## src/rtl/shreg_pkg.sv

```systemverilog
// Shared types for the shift-register command front-end:
// mode encoding, sequencer states and the default register width.
package shreg_pkg;

    localparam int SHREG_WIDTH = 8;

    typedef enum logic [1:0] {
        MODE_HOLD = 2'b00,
        MODE_SHR  = 2'b01,
        MODE_SHL  = 2'b10,
        MODE_LOAD = 2'b11
    } mode_e;

    typedef enum logic [1:0] {
        IDLE  = 2'b00,
        LOAD  = 2'b01,
        SHIFT = 2'b10,
        DONE  = 2'b11
    } state_e;

endpackage

```

## src/rtl/shreg_step_counter.sv

```systemverilog
// Loadable down-counter for the remaining shift clocks.
// Ports: clk, rst (async active-low), load/load_val, dec, is_one, is_zero.
module shreg_step_counter #(
    parameter int CNT_W = 4
) (
    input  logic             clk,
    input  logic             rst,
    input  logic             load,
    input  logic [CNT_W-1:0] load_val,
    input  logic             dec,
    output logic             is_one,
    output logic             is_zero
);

    logic [CNT_W-1:0] cnt;

    always_ff @(posedge clk or negedge rst) begin
        if (!rst) begin
            cnt <= '0;
        end else if (load) begin
            cnt <= load_val;
        end else if (dec && (cnt != '0)) begin
            cnt <= cnt - 1'b1;
        end
    end

    assign is_one  = (cnt == CNT_W'(1));
    assign is_zero = (cnt == '0);

endmodule

```

## src/rtl/shreg_cmd_sequencer.sv

```systemverilog
// Command front-end for an 8-bit universal shift register: one load/shift
// command per valid/ready handshake, drives mode/pi/sln then pulses done.
// Ports: clk, rst (async active-low), cmd_* handshake/command, po feedback,
// mode/pi/sln to the register, busy, done.
// Option macro SHREG_CTRL_ROTATE_EN: when defined, a command with cmd_rot=1
// takes its fill bit from po (po[0] right, po[WIDTH-1] left) every shift cycle.
module shreg_cmd_sequencer
    import shreg_pkg::*;
#(
    parameter int WIDTH = SHREG_WIDTH,
    parameter int CNT_W = $clog2(WIDTH) + 1
) (
    input  logic             clk,
    input  logic             rst,
    input  logic             cmd_valid,
    output logic             cmd_ready,
    input  logic [1:0]       cmd_op,
    input  logic [WIDTH-1:0] cmd_data,
    input  logic [CNT_W-1:0] cmd_count,
    input  logic             cmd_sin,
    input  logic             cmd_rot,
    input  logic [WIDTH-1:0] po,
    output logic [1:0]       mode,
    output logic [WIDTH-1:0] pi,
    output logic [WIDTH-1:0] sln,
    output logic             busy,
    output logic             done
);

    state_e           state, state_n;
    mode_e            mode_q, mode_n;
    logic [WIDTH-1:0] pi_q, pi_n;
    logic [WIDTH-1:0] sln_q, sln_n;
    logic             done_q, done_n;

    mode_e            op_q;
    logic             sin_q;
    logic             lat_en;
    logic             cnt_load;
    logic             cnt_dec;
    logic             cnt_one;
    logic             cnt_zero;
    logic [CNT_W-1:0] cnt_clamp;
    logic             fill_start;
    logic             fill_run;

    assign cnt_clamp = (cmd_count > CNT_W'(WIDTH)) ? CNT_W'(WIDTH) : cmd_count;

    shreg_step_counter #(
        .CNT_W (CNT_W)
    ) u_cnt (
        .clk      (clk),
        .rst      (rst),
        .load     (cnt_load),
        .load_val (cnt_clamp),
        .dec      (cnt_dec),
        .is_one   (cnt_one),
        .is_zero  (cnt_zero)
    );

`ifdef SHREG_CTRL_ROTATE_EN
    logic rot_q;

    always_ff @(posedge clk or negedge rst) begin
        if (!rst) begin
            rot_q <= 1'b0;
        end else if (lat_en) begin
            rot_q <= cmd_rot;
        end
    end

    // Fill for the first shift cycle comes from the live command, later
    // cycles from the latched copy; both tap the current po when rotating.
    assign fill_start = cmd_rot
        ? ((cmd_op == MODE_SHL) ? po[WIDTH-1] : po[0])
        : cmd_sin;
    assign fill_run = rot_q
        ? ((op_q == MODE_SHL) ? po[WIDTH-1] : po[0])
        : sin_q;
`else
    logic unused_rot;

    assign unused_rot = ^{cmd_rot, po};
    assign fill_start = cmd_sin;
    assign fill_run   = sin_q;
`endif

    always_ff @(posedge clk or negedge rst) begin
        if (!rst) begin
            op_q  <= MODE_HOLD;
            sin_q <= 1'b0;
        end else if (lat_en) begin
            op_q  <= mode_e'(cmd_op);
            sin_q <= cmd_sin;
        end
    end

    always_ff @(posedge clk or negedge rst) begin
        if (!rst) begin
            state  <= IDLE;
            mode_q <= MODE_HOLD;
            pi_q   <= '0;
            sln_q  <= '0;
            done_q <= 1'b0;
        end else begin
            state  <= state_n;
            mode_q <= mode_n;
            pi_q   <= pi_n;
            sln_q  <= sln_n;
            done_q <= done_n;
        end
    end

    always_comb begin
        state_n  = state;
        mode_n   = MODE_HOLD;
        pi_n     = pi_q;
        sln_n    = sln_q;
        done_n   = 1'b0;
        lat_en   = 1'b0;
        cnt_load = 1'b0;
        cnt_dec  = 1'b0;
        unique case (state)
            IDLE: begin
                if (cmd_valid) begin
                    lat_en   = 1'b1;
                    cnt_load = 1'b1;
                    if (cmd_op == MODE_LOAD) begin
                        state_n = LOAD;
                        mode_n  = MODE_LOAD;
                        pi_n    = cmd_data;
                    end else if ((cmd_op != MODE_HOLD) && (cnt_clamp != '0)) begin
                        state_n = SHIFT;
                        mode_n  = mode_e'(cmd_op);
                        sln_n   = {WIDTH{fill_start}};
                    end else begin
                        state_n = DONE;
                        done_n  = 1'b1;
                    end
                end
            end
            LOAD: begin
                state_n = DONE;
                done_n  = 1'b1;
            end
            SHIFT: begin
                // is_zero is only a guard; a shift always enters with count>0
                if (cnt_one || cnt_zero) begin
                    state_n = DONE;
                    done_n  = 1'b1;
                end else begin
                    mode_n  = op_q;
                    cnt_dec = 1'b1;
                    sln_n   = {WIDTH{fill_run}};
                end
            end
            DONE: begin
                state_n = IDLE;
            end
        endcase
    end

    assign cmd_ready = (state == IDLE);
    assign busy      = (state != IDLE);
    assign mode      = mode_q;
    assign pi        = pi_q;
    assign sln       = sln_q;
    assign done      = done_q;

endmodule

```

## config.mk

```make
export PLATFORM = sky130hd
export DESIGN_NAME = shreg_cmd_sequencer
export DESIGN_NICKNAME = d
export VERILOG_FILES = /design/src/rtl/shreg_pkg.sv /design/src/rtl/shreg_step_counter.sv /design/src/rtl/shreg_cmd_sequencer.sv
export SDC_FILE = /design/constraint.sdc
export NUM_CORES = 1
export LEC_CHECK = 0
export BUFFER_PORTS_ARGS = -buffer_cell sky130_fd_sc_hd__buf_2
export CAP_MARGIN = 20
export CORE_MARGIN = 4
export CORE_UTILIZATION = 40
export CTS_BUF_LIST = sky130_fd_sc_hd__clkbuf_4
export DETAILED_ROUTE_END_ITERATION = 7
export GPL_ROUTABILITY_DRIVEN = 0
export PLACE_DENSITY = 0.73
export SETUP_SLACK_MARGIN = 0.02
export SLEW_MARGIN = 0
export SYNTH_ARGS = -nofsm -noshare
export SYNTH_HDL_FRONTEND = slang
export SYNTH_SLANG_ARGS = --single-unit
```

## constraint.sdc

```tcl
create_clock -name clk -period 3.9 [get_ports clk]
set_input_delay 0.975 -clock clk [delete_from_list [all_inputs] [get_ports clk]]
set_output_delay 0.975 -clock clk [all_outputs]
set_load 0.1 [all_outputs]
```

Word level (Yosys, flattened, before mapping) --
Index checks and enable logic that the tools add are counted.
Storage, ports and cells: bits in registers 28, latch bits 0, memory bits (writable) 0, ROM bits 0, input bits 27, output and inout bits 21, logic and storage cells 61, memories kept 0
Cells by class: add/subtract/negate cells 1, $mul 0, div/mod/pow operators 0, order comparisons 1, equality and inequality tests 10, shift operators 0, muxes and demuxes 27, bitwise logic cells 0, reductions and logical operators 14
Operator list (number):
- 8-bit two-way mux | 4
- 8-bit one-hot mux with 2 select lines | 1
- 2-bit two-way mux | 7
- 4-bit two-way mux | 3
- 1-bit two-way mux | 9
- 2-bit != test (second input constant) | 4
- 2-bit one-hot mux with 4 select lines | 1
- 2-bit nonzero test | 4
- 4-bit nonzero test | 2
- 2-bit == test (second input constant) | 3
- 5-bit AND reduction | 1
- 4-bit by 1-bit == test with 1-bit output (second input constant) | 1
- 4-bit > comparator (second input constant) | 1
- 4-bit zero test | 1
- 2-bit one-hot mux with 2 select lines | 1
- 4-bit by 1-bit subtractor with 4-bit output (second input constant) | 1
- 1-bit one-hot mux with 3 select lines | 1
- 3-bit AND reduction | 1
- 2-bit by 1-bit == test with 1-bit output (second input constant) | 1
- 1-bit logical AND | 2
- 2-bit zero test | 1
- 2-bit by 1-bit != test with 1-bit output (second input constant) | 1
- 2-bit AND reduction | 1
- 1-bit logical OR | 1

Logic depth before layout (Yosys ltp) --
word-level depth 8, gate-level depth with buffers 7, gate-level depth less buffers 6

Cells and area by module --
From an unflattened synthesis, not the netlist that was laid out.
Second synthesis, totals: cells, all modules 115, area, all modules 1166.1 um^2
By module, submodules not included:
- shreg_cmd_sequencer | instances 1, cells each 85, area each 899.6 um^2
- shreg_step_counter | instances 1, cells each 30, area each 266.5 um^2

Least setup slack after synthesis --
Ideal clock, no wire load.
path kind reg2out, start register state[0], end output port busy, data arrival time 2.154 ns, data required time 2.925 ns, setup slack 0.771 ns, cell stages (with the launch flop) 4, path buffers 0, cell sequence dfrtp_1 -> inv_1 -> ha_1 -> inv_1
Between the ends: cells in the longest elaborated chain, start to end 1
RTL lines:
- from (decl) | RTL line shreg_cmd_sequencer.sv:30 | state_e state, state_n;
- from (signal assigned) | RTL line shreg_cmd_sequencer.sv:106 | state <= state_n;
- 2-bit nonzero test | RTL line shreg_cmd_sequencer.sv:164 | assign busy = (state != IDLE);
- to (decl) | RTL line shreg_cmd_sequencer.sv:26 | output logic busy,
No other way between the ends.

Worst setup path after layout --
Ends and elaborated chain as after synthesis.

==> impl_summary.log <==
INFO  metric run_status = finished clean
INFO  metric routing_usage_on_met3 = between 2 and 2.5%
INFO  metric synth_cell_types = 32
INFO  metric path_class = register to output pin
INFO  metric tightest_slew = 781 ps
INFO  metric avgRoutedWirePerCell = approximately 13 um
INFO  metric cts_setup_buffers = 0
INFO  metric gr-usage-all-layers = 11.4%
INFO  metric sequential_share_of_the_synthesized_area = between 40% and 50%
INFO  metric startpoint_type = register
INFO  metric cts_buffers = 3
INFO  metric synth_edf_count = 0
INFO  metric setup_viol = 0
INFO  metric syn-cell-area = about 0.0011 sq mm
INFO  metric cts_hold_buffers = 0
INFO  metric drc = 0
INFO  metric met2_track_usage_gr = between 20% and 30%
INFO  metric clkSlewWorstSetupHoldPaths = between 100 and 150 ps
INFO  metric finalWirelength = between 2000 and 2500 um
INFO  metric max-slew-margin-rel = between 40% and 50%
INFO  metric worst_setup_path_end_kind = output pin
INFO  metric drtPass1Iterations = 4
INFO  metric diodes = 0
INFO  metric clock_latency = roughly 300 ps
INFO  metric floorplan.die.width = roughly 61 um
INFO  metric placeableCoreArea = around 0.0027 sq mm
INFO  metric post_cts_resize_count = 0
INFO  metric design.final.nets = 172
INFO  metric drv_cap = 0
INFO  metric post-route-util = 48.4%
INFO  metric critPathRequiredTime = just under 3000 ps
INFO  metric syn_nets = 139
INFO  metric number_of_global_route_vias_before_repair = between 700 and 800
INFO  metric worst-endpoint-arrival = between 1500 and 2000 ps
INFO  metric postLayoutCellArea = between 0.001 and 0.0015 sq mm
INFO  metric grt_pass1_wl = 3210 um
INFO  metric final-max-slew-violation-count = 0
INFO  metric vias = around 900
INFO  metric htreeDepth = 1
INFO  metric final_common_cell = sky130_fd_sc_hd__buf_2
INFO  metric post-dp-hpwl = around 1700 um
INFO  metric fillerInstances = around 250
INFO  metric synthArstFlopShare = 100%
INFO  metric ys_ff_latch = 21
INFO  metric cts-root-to-sink-buffers = 2
INFO  metric number_of_instances_in_the_synthesized_netlist = approximately 110
INFO  metric timing.critical_path.fanout_max = 7
INFO  metric grt_setup_unrepaired = no
INFO  metric clk_root_buffer_cell = sky130_fd_sc_hd__clkbuf_4
INFO  metric die_h = roughly 60 um
INFO  metric final_cell_mix = sky130_fd_sc_hd__buf_2, sky130_fd_sc_hd__dfrtp_1, sky130_fd_sc_hd__a21oi_1, sky130_fd_sc_hd__mux2_2, sky130_fd_sc_hd__inv_1
INFO  metric period_share = 68.5%
INFO  metric num_ports = 48
INFO  metric grt_overflow = 0
INFO  metric grt_max_degree = 22
INFO  metric io_buffers = 38
INFO  metric placed_area = between 0.001 and 0.0015 sq mm
INFO  metric register_area = between 500 and 600 sq um
INFO  metric initial_utilization = 41.5%
INFO  metric groute.layer.met1.usage = between 10% and 20%
INFO  metric grt_antenna_before_repair = 0
INFO  metric fmaxAchievable = 0.375 GHz
INFO  metric reg2reg_from = state[0]$_DFFE_PN0P_
INFO  metric total_area_of_multi_input_combinational_cells = a little over 500 sq um
INFO  metric cts_num_sinks = 21
INFO  metric ys.warnings.count = 0
INFO  metric timing.setup.tns = 0 ps
INFO  metric antenna_left = 0
INFO  metric final.min_clock_period = roughly 2700 ps
INFO  metric timing.hold.worst.class = register to register
INFO  metric clock_skew = around 5 ps
INFO  metric gr-max-usage-layer = met2
INFO  metric via_per_inst = 5.23
INFO  metric critPathLaunch = state[0]$_DFFE_PN0P_
INFO  metric tritoncts_clock_tree = built
INFO  metric final_layout_size_suffix_gt1_share = between 40 and 50%
INFO  metric layout-area-overhead-vs-synth = 16.6%
INFO  metric drtIter0Drc = 19
INFO  metric core.rowCount = 19
INFO  metric hold_start = fill_run$_DFFE_PN0P_
INFO  metric syn_avg_cell_area = about 11 sq um
INFO  metric ys_dominant_reg_cell = sky130_fd_sc_hd__dfrtp_1
INFO  metric design.die.area = 0.00375 sq mm
INFO  metric final_hold_viol_count = 0
kinds of logic after synthesis:
kind of cell | synth area share, %
DFF | 46.3
buffers and inverters | 8.60
and+or+nand+nor | 9.04
muxes | 10.3
AOI/OAI and AO/OA | 15.8
xor gates and xnor gates | 2.32
adders and majority gates | 7.72
critical path, cell delays in order, from the launching register on:
cell and delay, ps:
sky130_fd_sc_hd__dfrtp_1 420, sky130_fd_sc_hd__inv_1 100, sky130_fd_sc_hd__ha_1 300, sky130_fd_sc_hd__inv_1 140, sky130_fd_sc_hd__buf_2 440
registers in the layout, indices dropped and copies added, names as in the netlist:
name / cells
pi: 8
u_cnt.cnt: 4
mode: 2
op_q: 2
state: 2
done: 1
fill_run: 1
sln: 1
worst paths after layout:
kind | end | slack [ps] | cells after the start
hold / removal | fill_run$_DFFE_PN0P_ | 500 | 2
setup / recovery | busy | 1230 | 4
max in group asynchronous | u_cnt.cnt[0]$_DFFE_PN0P_ | 2980 | 1
hold reg to reg | fill_run$_DFFE_PN0P_ | 500 | 2
min in group asynchronous | pi[3]$_DFFE_PN0P_ | 600 | 1
setup reg to reg | sln[6]$_DFFE_PN0P_ | 1870 | 6
synthesized netlist by cell type, types with 2 or more instances:
master	n	area [sq um]
sky130_fd_sc_hd__a21oi_1	9	45.0
sky130_fd_sc_hd__a41o_1	2	20.0
sky130_fd_sc_hd__buf_2	2	10.0
sky130_fd_sc_hd__buf_4	7	52.6
sky130_fd_sc_hd__dfrtp_1	21	526
sky130_fd_sc_hd__ha_1	7	87.6
sky130_fd_sc_hd__inv_1	8	30.0
sky130_fd_sc_hd__mux2_2	9	101
sky130_fd_sc_hd__nand2_1	7	26.3
sky130_fd_sc_hd__nor2_1	5	18.8
sky130_fd_sc_hd__nor3_1	2	10.0
sky130_fd_sc_hd__o211ai_1	2	15.0
sky130_fd_sc_hd__o21ai_0	3	15.0
sky130_fd_sc_hd__o22ai_1	2	12.5
sky130_fd_sc_hd__xor2_1	2	17.5
routing by layer:
| layer | routed length, um | up-vias |
|---|---|---|
| met4 | 0 | 0 |
| met2 | 1140 | 18 |
| met3 | 92 | 0 |
| met5 | 0 | - |
| met1 | 901 | 426 |
| li1 | - | 434 |
metrics by stage:
step / hold WS (ps) / cells / setup slack [ps]
final: 498 / 168 / 1230
after global placement: 458 / 164 / 1610
after floorplan: 440 / 105 / 771
after detailed placement: 474 / 164 / 1580
after CTS: 501 / 168 / 1230
after global routing: 536 / 168 / 1130
final cells by class:
class,instances,share of cell area [%]
clock buffers,3,1.70
clock inverters,1,0.378
inverters,8,2.27
multi-input cells,66,38.7
flip-flops and latches,21,39.7
well taps,31,2.93
repair buffers,38,14.4
Power is left out: the tool's default activity adds up to more than one toggle a clock period on the data nets, which glitch-free logic cannot reach.
